File: src/rtl/hazard_stall_ctrl.sv
// hazard_stall_ctrl: ID-stage stall/flush sequencing for hazards forwarding cannot cover.
// Define HAZARD_STATS_EN to build the Stall_Cycles/Flush_Count counters.
module hazard_stall_ctrl #(
  parameter int ADDR_W = 5,
  parameter int STAT_W = 32
) (
  input  logic              clk,
  input  logic              reset,
  input  logic [ADDR_W-1:0] Rs_ID,
  input  logic [ADDR_W-1:0] Rt_ID,
  input  logic              UseRs_ID,
  input  logic              UseRt_ID,
  input  logic              Branch_ID,
  input  logic              Jump_ID,
  input  logic              BranchTaken_ID,
  input  logic [ADDR_W-1:0] Address_ID_EX,
  input  logic              RegWrite_ID_EX,
  input  logic              MemRead_ID_EX,
  input  logic [ADDR_W-1:0] Address_EX_MEM,
  input  logic              MemRead_EX_MEM,
  input  logic              MemBusy,
  output logic              PC_Write,
  output logic              IF_ID_Write,
  output logic              ID_EX_Bubble,
  output logic              IF_ID_Flush,
  output logic [STAT_W-1:0] Stall_Cycles,
  output logic [STAT_W-1:0] Flush_Count
);
  typedef enum logic {IDLE, STALL} state_t;
  state_t state_q, state_d;
  logic [1:0] cnt_q, cnt_d, need;
  logic ex_hit, mem_hit, ex_load, ex_wr, mem_load, stall, flush;
  assign ex_hit  = Address_ID_EX != '0 &&
                   ((UseRs_ID && Address_ID_EX == Rs_ID) || (UseRt_ID && Address_ID_EX == Rt_ID));
  assign mem_hit = Address_EX_MEM != '0 &&
                   ((UseRs_ID && Address_EX_MEM == Rs_ID) || (UseRt_ID && Address_EX_MEM == Rt_ID));
  assign ex_load  = ex_hit && MemRead_ID_EX;
  assign ex_wr    = ex_hit && RegWrite_ID_EX && !MemRead_ID_EX;
  assign mem_load = mem_hit && MemRead_EX_MEM;
  // Branches compare in ID, so they also wait on ALU results and MEM-stage loads.
  assign need = Branch_ID ? (ex_load ? 2'd2 : (ex_wr || mem_load) ? 2'd1 : 2'd0)
                          : (ex_load ? 2'd1 : 2'd0);
  assign stall = !MemBusy && (state_q == STALL || need != 2'd0);
  assign flush = !MemBusy && state_q == IDLE && need == 2'd0 &&
                 (Jump_ID || (Branch_ID && BranchTaken_ID));
  assign PC_Write     = !MemBusy && !stall;
  assign IF_ID_Write  = !MemBusy && !stall;
  assign ID_EX_Bubble = stall;
  assign IF_ID_Flush  = flush;
  always_comb begin
    cnt_d   = MemBusy ? cnt_q : state_q == STALL ? cnt_q - 2'd1 : need != 2'd0 ? need - 2'd1 : cnt_q;
    state_d = MemBusy ? state_q : state_q == STALL ? (cnt_q == 2'd1 ? IDLE : STALL)
                                                   : (need > 2'd1 ? STALL : IDLE);
  end
  always_ff @(posedge clk) begin
    if (reset) begin
      state_q <= IDLE;
      cnt_q   <= 2'd0;
    end else begin
      state_q <= state_d;
      cnt_q   <= cnt_d;
    end
  end
`ifdef HAZARD_STATS_EN
  logic [STAT_W-1:0] stall_cnt_q, flush_cnt_q;
  always_ff @(posedge clk) begin
    if (reset) begin
      stall_cnt_q <= '0;
      flush_cnt_q <= '0;
    end else begin
      stall_cnt_q <= stall_cnt_q + STAT_W'(stall);
      flush_cnt_q <= flush_cnt_q + STAT_W'(flush);
    end
  end
  assign Stall_Cycles = stall_cnt_q;
  assign Flush_Count  = flush_cnt_q;
`else
  assign Stall_Cycles = '0;
  assign Flush_Count  = '0;
`endif
endmodule

File: config.mk
export PLATFORM = sky130hd
export DESIGN_NAME = hazard_stall_ctrl
export DESIGN_NICKNAME = d
export VERILOG_FILES = /design/src/rtl/hazard_stall_ctrl.sv
export SDC_FILE = /design/constraint.sdc
export NUM_CORES = 1
export LEC_CHECK = 0
export BUFFER_PORTS_ARGS = -buffer_cell sky130_fd_sc_hd__buf_2
export CORE_ASPECT_RATIO = 1.1
export CORE_UTILIZATION = 37
export CTS_CLUSTER_DIAMETER = 100
export DETAILED_ROUTE_END_ITERATION = 10
export PLACE_DENSITY = 0.86
export SYNTH_ARGS = -nofsm -noshare
export SYNTH_HDL_FRONTEND = slang
export SYNTH_SLANG_ARGS = --single-unit
File: constraint.sdc
create_clock -name clk -period 2.5 [get_ports clk]
set_input_delay 0.5 -clock clk [delete_from_list [all_inputs] [get_ports clk]]
set_output_delay 0.5 -clock clk [all_outputs]
set_load 0.1 [all_outputs]
* After elaboration in Yosys (flattened, before gate mapping) *
Cells that the tools add are included.

operators by class
  add/subtract/negate cells = 2
  multiply operators = 0
  divide/modulo/power cells = 0
  magnitude comparators = 1
  eq/ne operators = 5
  shift-type cells = 0
  multiplexer cells = 9
  bitwise logic cells = 2
  reduce and logical (&&, ||, !) cells = 30

operator list
  kind                   number
  $eq A5 B5 Y1           4
  $logic_and A1 B1 Y1    16
  $reduce_bool A5 Y1     2
  $mux W2                4
  $logic_or A1 B1 Y1     5
  $mux W1                5
  $reduce_bool A2 Y1     2
  $sub A2 B1 Y2 const B  2
  $logic_not A1 Y1       3
  $eq A2 B1 Y1 const B   1
  $gt A2 B1 Y1 const B   1
  $logic_not A2 Y1       1
  $not A1 Y1             2
  $reduce_and A2 Y1      1

word-level totals
  bits in registers = 3
  bits in latches = 0
  bits in writable memories = 0
  bits in read-only memories = 0
  input bits = 31
  logic and storage cells = 51
  memories = 0

* Logic depth before layout (Yosys ltp) *
Gate-level depths: netlist (run 1).

  word-level depth = 15
  gate-level depth with buffers = 9
  gate-level depth less buffers = 9

* Worst setup path before layout (run 1) *
OpenSTA, ideal clock, no wires.

  path kind = input -> output
  start = input port Address_EX_MEM[1]
  end = output port IF_ID_Flush
  arrival = 3792 ps
  data required time = 2000 ps
  slack = -1792 ps
  stages on the path = 8
  cell sequence = or4_4 > o21ai_2 > nor3b_1 > a32oi_2 > o211a_1 > ha_1 > nand2_1 > nor3_1

between the ends
  word-level cells in the longest chain between the ends = 12
  elaborated cells between the ends (all ways) = 15
  classes of those cells = eq/ne (2); mux (3); reduce/logical (10)

RTL lines
  what                                  line  source
  start: declaration                    19    input logic [ADDR_W-1:0] Address_EX_MEM,
  $eq A5 B5 Y1                          36    ((UseRs_ID && Address_EX_MEM == Rs_ID) || (UseRt_ID && Address_EX_MEM == Rt_ID));
  $logic_and A1 B1 Y1                   36
  $logic_or A1 B1 Y1                    36
  $logic_and A1 B1 Y1 (*)               35    assign mem_hit = Address_EX_MEM != '0 &&
  $logic_and A1 B1 Y1 (*)               39    assign mem_load = mem_hit && MemRead_EX_MEM;
  $logic_or A1 B1 Y1 (*)                41    assign need = Branch_ID ? (ex_load ? 2'd2 : (ex_wr || mem_load) ? 2'd1 : 2'd0)
  $mux W1 (*)                           41
  $mux W2 (*) (2 in a row)              41
  $logic_not A2 Y1 (*)                  44    assign flush = !MemBusy && state_q == IDLE && need == 2'd0 &&
  $logic_and A1 B1 Y1 (*) (2 in a row)  44
  end: declaration                      25    output logic IF_ID_Flush,

Every way passes the cells marked *; elsewhere a longest branch is shown, timed or not.

* Worst setup path after layout (run 1) *
Same ends and word-level chain as after synthesis.

==> flow_summary.yaml, run 1 <==
final_layout:
  final_cell_mix: "64 x conb_1, 28 x buf_2, 20 x xnor2_1"
  layout_commonest_cell: "conb_1"
  post-route-util_pct: 46.5
  finalNetCount: 211
  nFillCells: 257
  fin_area_um2: 1190
  area_delta_synth_final_pct: 16.6
  instances_no_fill: 208
  n_antenna_cell: 0
  drive_gt1_share_pct: 31.6
cts:
  cts.sinks: 3
  clkLatencyLatePin_ns: 0.24
  cts_made_buffers: 3
  cts_tree: "done"
  cts.clk_slew.worst_paths_ns: 0.04
  hold_buffers: 0
  htreeDepth: 1
  cts.path.max_buffers: 2
  cts-root-buf: "clkbuf_4"
worst_hold_path:
  hp-class: "input pin to flip-flop"
  hold_depth: 2
  min_to: "state_q$_SDFFE_PP0N_"
  hp-start: "reset"
grt:
  grt_pass1_vias: 701
  track_usage_pct: 12.3
  grt_overflow: 0
  grt_pass1_wl_um: 2850
  antenna_found_initial: 0
  grt_max_degree: 8
floorplanning:
  io_pins: 99
  rows: 19
  die-area_um2: 2980
  core_region_area_um2: 2570
  initial_utilization_pct: 39.9
  die-height_um: 57.2
  dieWidth_um: 52.1
outcome:
  status: "finished, violations left"
  violations: "setup timing"
logic_synthesis:
  seq_area_frac_synth_pct: 5.87
  ys.warnings.count: 0
  synth_top_area_cell: "buf_4"
  yosys.area.top_type_share_pct: 47.7
  syn_inst: 134
  avgSynthCellArea_um2: 7.64
  synth-main-ff-cell: "dfxtp_1"
  synth_edf_count: 0
  async_flop_share_pct: 0
  yosysUniqueCellTypes: 28
  synth_area_um2: 1020
  synth-seq-cells: 3
  synth.area.top_cells: "buf_4 48%, xnor2_1 17%, dfxtp_1 5.9%"
setup_path:
  crit_fanout: 2
  path_class: "input pin to output port"
  r2r_cells: 5
  cpMaxStageDelayCell: "or4_4"
  start_kind: "input pin"
  reg2reg_to: "cnt_q[0]$_SDFFE_PP0P_"
  r2r_start: "state_q$_SDFFE_PP0N_"
  cp_cell_sequence: "buf_6, or4_4, o21ai_2, nor3b_2, a32oi_2, o211a_1, ha_4, nand2_4, nor3_4, buf_12"
  worstSetupEndpointType: "output port"
  required_ns: 2.00
  arrival_ns: 2.31
  worst-r2r-setup-slack_ns: 1.28
  max_stage_delay_ns: 0.53
timing:
  hold_viol_final: 0
  finalCritPeriodShare_pct: 112
  whs_ns: 0.456
  clock.fmax_mhz: 356
  finalClockSkew_ns: 0.00213
  finalWorstSetupSlack_ns: -0.310
  period_needed_ns: 2.81
  setup_viol: 4
  rsz0062_at_grt: "yes"
  drv_slew: 0
detailed_routing:
  viasPerCell: 3.99
  drt_iter0_drc: 9
  num_vias: 830
  avgRoutedWirePerCell_um: 8.82
  ant_nets: 0
  routed_wl_um: 1830
  drtPass1Iterations: 2
  drc: 0
power:
  leakagePower_nw: 0.577
  power_frac_seq_pct: 7.0
  p_per_area_nw_per_um2: 598
  p_int_uw: 185
  switching_share_pct: 74.1
  p_sw_uw: 529
  pwr-share-comb_pct: 80.8
  p_clk_share_pct: 12.2
  vdd_drop_max_uv: 348
  total_power_uw: 714
run:
  drv_cap: 0
place:
  placed_cells: 204
  placement.io_buffers: 34
  gp_congestion: 0.891
  dpl.hpwl_um: 1610
  post_dp_cell_area_um2: 1140
-- routing by layer --
layer | track usage, % | vias up | wire (µm)
met4 | 4.89 | 0 | 23
met2 | 24.9 | 54 | 1030
li1 | - | 404 | -
met1 | 12.4 | 368 | 640
met3 | 1.07 | 4 | 143
met5 | 0 | - | 0
-- critical path: cells and delay by family --
| kind | cells | cell delay (ns) |
|---|---|---|
| and+or+nand+nor | 4 | 0.82 |
| AOI/OAI and AO/OA | 3 | 0.51 |
| buffers and inverters | 2 | 0.29 |
| adders and majority gates | 1 | 0.17 |
-- synthesized netlist by cell type, types with 2 or more instances --
library cell / count
inv_1: 3
nand4_1: 4
nand2_1: 7
nor3_1: 2
a21oi_1: 4
ha_1: 2
buf_4: 65
dfxtp_1: 3
nor2_1: 5
o2111ai_1: 2
xnor2_1: 20
-- area by class of cell --
type	count	area, µm²	share of cell area (%)
sequential	3	60.1	5.03
clock buffer	4	26.3	2.20
tap	31	38.8	3.25
timing repair buffer	41	295	24.7
multi-input combinational	126	762	63.8
inverter	3	11.3	0.943
-- power groups by stage --
stage                     registers, mW  clock network (mW)  logic (mW)
after global routing             0.0499              0.0940       0.595
after CTS                        0.0499              0.0880       0.573
after global placement           0.0506                   0       0.568
after detailed placement         0.0506                   0       0.570
after floorplan                  0.0504                   0       0.582
final                            0.0499              0.0871       0.577
-- through the flow --
step,setup TNS [ns],setup WS (ns)
6_report,-1.13,-0.310
3_3_place_gp,-1.26,-0.309
3_5_place_dp,-1.47,-0.351
2_1_floorplan,-2.59,-0.566
5_1_grt,-1.52,-0.403
4_1_cts,-1.20,-0.344
-- registers in the layout (all words and copies together), names as in the netlist --
name     flops
cnt_q        2
state_q      1
-- timing repair --
item,CTS,global route
setup endpoints to repair,4,6
pin swaps,2,5
gates cloned,0,0
gates resized for setup,2,3
buffers inserted,0,0
-- worst max path at each step --
stage                       from           to
3_5_place_dp   Address_EX_MEM[1]  IF_ID_Flush
2_1_floorplan  Address_EX_MEM[1]     PC_Write
3_3_place_gp   Address_EX_MEM[1]  IF_ID_Flush
4_1_cts        Address_EX_MEM[1]  IF_ID_Flush
6_report       Address_EX_MEM[1]  IF_ID_Flush
5_1_grt        Address_EX_MEM[1]  IF_ID_Flush
-- logic make-up (layout without fill, tap and decap cells) --
group                    after synthesis  in the layout  share of synthesized area, %
buffers and inverters                 68             48                          48.8
AND/OR/NAND/NOR                       26             26                          14.4
XOR/XNOR                              20             20                          17.1
AO/OA/AOI/OAI                         14             14                          11.0
flip-flops                             3              3                          5.87
adder cells (fa/ha/maj)                2              2                          2.44
other                                  1             64                         0.366
(Power assumes the default switching activity.)
==> run 2, diff against run 1 <==
--- a/config.mk
+++ b/config.mk
@@ -7,10 +7,10 @@
 export LEC_CHECK = 0
 export BUFFER_PORTS_ARGS = -buffer_cell sky130_fd_sc_hd__buf_2
 export CORE_ASPECT_RATIO = 1.1
-export CORE_UTILIZATION = 37
+export CORE_UTILIZATION = 25
 export CTS_CLUSTER_DIAMETER = 100
 export DETAILED_ROUTE_END_ITERATION = 10
-export PLACE_DENSITY = 0.86
+export PLACE_DENSITY = 0.63
 export SYNTH_ARGS = -nofsm -noshare
 export SYNTH_HDL_FRONTEND = slang
 export SYNTH_SLANG_ARGS = --single-unit
==> run 2 against run 1 <==
The run ends with DRC, setup timing left. First-iteration DRC count up 120%. Routed wire length up 28%. Sequential share of layout area down 1.1 points. Largest power group unchanged. Critical path type unchanged. Highest routed layer unchanged. Combinational power up 3%. Clock power up 58%.
==> flow_summary.yaml, run 2 (synthesis results as in run 1) <==
cts:
  cts_tree: "done"
  htreeDepth: 1
  cts_made_buffers: 3
  hold_buffers: 0
  cts.sinks: 3
  cts.path.max_buffers: 2
  clkLatencyLatePin_ns: 0.21
  cts.clk_slew.worst_paths_ns: 0.03
  cts-root-buf: "clkbuf_8"
outcome:
  status: "finished, violations left"
  violations: "DRC, setup timing"
timing:
  clock.fmax_mhz: 349
  hold_viol_final: 0
  setup_viol: 5
  finalCritPeriodShare_pct: 115
  whs_ns: 0.499
  finalClockSkew_ns: 0.000292
  drv_slew: 0
  fin_setup_tns_ns: -1.61
  period_needed_ns: 2.87
  finalWorstSetupSlack_ns: -0.368
  rsz0062_at_grt: "yes"
setup_path:
  max_stage_delay_ns: 0.54
  worst-r2r-setup-slack_ns: 1.15
  r2r_cells: 5
  reg2reg_to: "cnt_q[0]$_SDFFE_PP0P_"
  arrival_ns: 2.37
  r2r_start: "state_q$_SDFFE_PP0N_"
  required_ns: 2.00
  crit_fanout: 3
  cpMaxStageDelayCell: "or4_4"
  path_class: "input pin to output port"
  worstSetupEndpointType: "output port"
  start_kind: "input pin"
  cp_cell_sequence: "buf_8, or4_4, o21ai_2, nor3b_2, a32oi_2, o211a_1, ha_4, nand2_4, nor3_4, buf_12"
power:
  leakagePower_nw: 0.730
  p_sw_uw: 536
  pwr-share-comb_pct: 76.0
  p_clk_share_pct: 17.6
  p_int_uw: 247
  p_per_area_nw_per_um2: 517
  switching_share_pct: 68.5
  vdd_drop_max_uv: 217
  power_frac_seq_pct: 6.4
floorplanning:
  rows: 24
  die-height_um: 69.1
  dieWidth_um: 63.0
  io_pins: 99
  die-area_um2: 4350
  initial_utilization_pct: 26.0
  core_region_area_um2: 3930
run:
  drv_cap: 0
final_layout:
  regArea_um2: 60.1
  instances_no_fill: 253
  area_delta_synth_final_pct: 48.0
  final_cell_mix: "64 x conb_1, 27 x buf_2, 22 x buf_4"
  largest_reg_flops: 2
  reg_top3: "cnt_q: 2 flops, state_q: 1 flops"
  multi_input_area_um2: 815
  drive_gt1_share_pct: 42.8
  largest-register: "cnt_q"
  n_antenna_cell: 0
  layout_commonest_cell: "conb_1"
  nFillCells: 411
  finalNetCount: 235
detailed_routing:
  drc: 1
  avgRoutedWirePerCell_um: 9.28
  wl_met1_um: 784
  routed.top_layer: "met4"
  wl_met2_um: 1360
  routed_wl_um: 2350
  met3_length_um: 192
  num_vias: 942
  drtPass1Iterations: 8
  drt_iter0_drc: 20
  ant_nets: 0
  viasPerCell: 3.72
place:
  dpl.hpwl_um: 1720
  detailedPlace.worstSlack_ns: -0.370
  gp_congestion: 0.775
  placed_cells: 227
  placement.io_buffers: 34
grt:
  track_usage_pct: 10.1
  grt_pass1_wl_um: 3520
  grt_overflow: 0
  antenna_found_initial: 0
  grt_pass1_vias: 844
  grt_max_degree: 8
worst_hold_path:
  hold_depth: 2
  hp-class: "input pin to flip-flop"
  hp-start: "reset"
  min_to: "state_q$_SDFFE_PP0N_"
-- run 2: cell types whose count changed in the layout (fill, tap and decap cells not counted), sizes merged --
cell  previous run  this run
buf             41        65
-- run 2: how the worst max path moves through the flow --
stage	startpoint	end	cells after the start
6_report	Address_EX_MEM[3]	IF_ID_Flush	10
5_1_grt	Address_EX_MEM[3]	IF_ID_Write	10
4_1_cts	Address_EX_MEM[2]	IF_ID_Write	10
3_5_place_dp	Address_EX_MEM[1]	IF_ID_Flush	10
3_3_place_gp	Address_EX_MEM[1]	IF_ID_Flush	10
2_1_floorplan	Address_EX_MEM[1]	PC_Write	9
-- run 2: critical path: cells and delay by family --
kind	cells	cell delay, ns
compound gates	3	0.60
fa+ha+maj	1	0.16
buf+inv	2	0.30
simple gates	4	0.81
-- run 2: routing by layer --
metal  vias to the layer above  track usage (%)
met5                         -                0
met4                         0             3.88
met3                         2             1.16
met2                        64             20.9
met1                       424             9.77
li1                        452                -
-- run 2: through the flow --
stage          util (%)  area, µm²  power [mW]
6_report           38.5       1520       0.783
2_1_floorplan         -       1320       0.633
3_3_place_gp       29.9       1180       0.622
4_1_cts            36.4       1430       0.776
3_5_place_dp       29.9       1180       0.624
5_1_grt            38.5       1520       0.808
-- run 2: area by class of cell --
class / instances / area share, %
Timing Repair Buffer: 65 / 34.3
Inverter: 3 / 0.743
Sequential cell: 3 / 3.96
Clock buffer: 4 / 2.97
Multi-Input combinational cell: 126 / 53.8
Tap cell: 52 / 4.29
-- run 2: timing repair --
action | 4_1_cts | 5_1_grt
resized for setup | 8 | 16
pin swaps | 12 | 10
setup endpoints to repair | 4 | 5
buffers inserted | 22 | 1
gates cloned | 0 | 0
-- run 2: power by group through the flow --
stage	Clock (mW)	Combinational, mW	Sequential (mW)
6_report	0.138	0.595	0.0501
3_3_place_gp	0	0.572	0.0505
3_5_place_dp	0	0.573	0.0506
2_1_floorplan	0	0.582	0.0504
4_1_cts	0.140	0.585	0.0500
5_1_grt	0.145	0.613	0.0501
==> run 3, diff against run 2 <==
--- a/config.mk
+++ b/config.mk
@@ -8,6 +8,7 @@
 export BUFFER_PORTS_ARGS = -buffer_cell sky130_fd_sc_hd__buf_2
 export CORE_ASPECT_RATIO = 1.1
 export CORE_UTILIZATION = 25
+export CTS_BUF_LIST = sky130_fd_sc_hd__clkbuf_4 sky130_fd_sc_hd__clkbuf_8
 export CTS_CLUSTER_DIAMETER = 100
 export DETAILED_ROUTE_END_ITERATION = 10
 export PLACE_DENSITY = 0.63
==> run 3 against run 2 <==
The run still ends with DRC, setup timing left. First-iteration DRC count is the same. Cell area increased by 0.25%. Sequential share of layout area about the same. Routed wire length is 0.21% lower. Worst hold slack gained 0.00057 ns. Setup slack unchanged. Maximum frequency did not move. Clock power grew 8%. Via count down 0.85%. Die area unchanged. Final cell count unchanged. Global-route usage did not move. Critical path type unchanged.
==> flow_summary.yaml, run 3 (synthesis results as in run 1) <==
outcome:
  status: "finished, violations left"
  violations: "DRC, setup timing"
timing:
  whs_ns: 0.499
  drv_slew: 0
  clock.fmax_mhz: 349
  setup_viol: 5
  rsz0062_at_grt: "yes"
  hold_viol_final: 0
  finalCritPeriodShare_pct: 115
  finalWorstSetupSlack_ns: -0.368
  finalClockSkew_ns: 0.0000575
  period_needed_ns: 2.87
floorplanning:
  dieWidth_um: 63.0
  rows: 24
  die-area_um2: 4350
  io_pins: 99
  die-height_um: 69.1
  initial_utilization_pct: 26.0
  core_region_area_um2: 3930
setup_path:
  worstSetupEndpointType: "output port"
  crit_path_start: "Address_EX_MEM[3]"
  cp_cell_sequence: "buf_8, or4_4, o21ai_2, nor3b_2, a32oi_2, o211a_1, ha_4, nand2_4, nor3_4, buf_12"
  start_kind: "input pin"
  max_stage_delay_ns: 0.54
  cpMaxStageDelayCell: "or4_4"
  arrival_ns: 2.37
  required_ns: 2.00
  crit_fanout: 3
  reg2reg_to: "cnt_q[0]$_SDFFE_PP0P_"
  worst-r2r-setup-slack_ns: 1.15
  r2r_start: "state_q$_SDFFE_PP0N_"
  path_class: "input pin to output port"
  endpoint: "IF_ID_Flush"
  r2r_cells: 5
power:
  pwr-share-comb_pct: 75.0
  p_int_uw: 258
  power_frac_seq_pct: 6.3
  vdd_drop_max_uv: 217
  p_sw_uw: 537
  switching_share_pct: 67.6
  p_per_area_nw_per_um2: 523
  p_clk_share_pct: 18.7
  leakagePower_nw: 0.733
  total_power_uw: 794
place:
  detailedPlace.worstSlack_ns: -0.370
  placement.io_buffers: 34
  placed_cells: 227
  post_dp_cell_area_um2: 1180
  dpl.hpwl_um: 1720
  gp_congestion: 0.775
cts:
  cts-root-buf: "clkbuf_8"
  clkLatencyLatePin_ns: 0.21
  cts_tree: "done"
  cts.sinks: 3
  htreeDepth: 1
  cts.path.max_buffers: 2
  cts.clk_slew.worst_paths_ns: 0.03
  cts_made_buffers: 3
detailed_routing:
  viasPerCell: 3.69
  routed_wl_um: 2340
  avgRoutedWirePerCell_um: 9.26
  num_vias: 934
  drc: 4
  drtPass1Iterations: 6
  drt_iter0_drc: 20
  ant_nets: 0
grt:
  grt_pass1_vias: 844
  grt_pass1_wl_um: 3520
  antenna_found_initial: 0
  grt_overflow: 0
  grt_max_degree: 8
  track_usage_pct: 10.1
final_layout:
  nFillCells: 410
  reg_top3: "cnt_q: 2 flops, state_q: 1 flops"
  fin_area_um2: 1520
  drive_gt1_share_pct: 43.3
  final_cell_mix: "64 x conb_1, 27 x buf_2, 22 x buf_4"
  n_antenna_cell: 0
  area_delta_synth_final_pct: 48.4
  regArea_um2: 60.1
  largest_reg_flops: 2
  instances_no_fill: 253
  layout_commonest_cell: "conb_1"
  multi_input_area_um2: 815
  largest-register: "cnt_q"
  finalNetCount: 235
run:
  drv_cap: 0
worst_hold_path:
  hp-class: "input pin to flip-flop"
-- run 3: worst min path at each step --
stage	from	endpoint	slack, ns	depth (start not counted)
2_1_floorplan	cnt_q[1]$_SDFFE_PP0P_	cnt_q[1]$_SDFFE_PP0P_	0.47	2
3_3_place_gp	cnt_q[1]$_SDFFE_PP0P_	cnt_q[1]$_SDFFE_PP0P_	0.49	2
3_5_place_dp	cnt_q[1]$_SDFFE_PP0P_	cnt_q[1]$_SDFFE_PP0P_	0.51	2
4_1_cts	reset	state_q$_SDFFE_PP0N_	0.49	2
5_1_grt	reset	state_q$_SDFFE_PP0N_	0.50	2
6_report	reset	state_q$_SDFFE_PP0N_	0.50	2
-- run 3: power groups by stage --
stage / Combinational (mW) / Sequential (mW) / Clock (mW)
final: 0.595 / 0.0501 / 0.149
after global routing: 0.613 / 0.0501 / 0.156
after CTS: 0.585 / 0.0500 / 0.151
after detailed placement: 0.573 / 0.0506 / 0
after global placement: 0.572 / 0.0505 / 0
after floorplan: 0.582 / 0.0504 / 0
-- run 3: what timing repair did --
item / in CTS / in global routing
pin swaps: 12 / 10
setup endpoints to repair: 4 / 5
hold buffers: 0 / 0
gates cloned: 0 / 0
setup buffers: 22 / 1
resized for setup: 8 / 16
-- run 3: layout make-up --
cell class,instances,area share [%]
Timing Repair Buffer,65,34.2
Sequential cell,3,3.95
Multi-Input combinational cell,126,53.6
Tap cell,52,4.28
Inverter,3,0.741
Clock buffer,4,3.21
-- run 3: routing by layer --
layer	part of all wire [%]	GRT usage, %
met5	0	0
met4	0.60	3.88
met3	8.2	1.16
met2	58	20.9
met1	33	9.77
-- run 3: per-stage QoR --
stage | TNS (ns) | util, %
4_1_cts | -1.33 | 36.5
5_1_grt | -1.90 | 38.6
6_report | -1.60 | 38.6
2_1_floorplan | -2.59 | -
3_3_place_gp | -1.23 | 29.9
3_5_place_dp | -1.41 | 29.9
-- run 3: critical path: cells and delay by family --
family,cells,cell delay (ns)
and+or+nand+nor,4,0.81
AOI/OAI and AO/OA,3,0.60
buffers and inverters,2,0.30
adders and majority gates,1,0.16
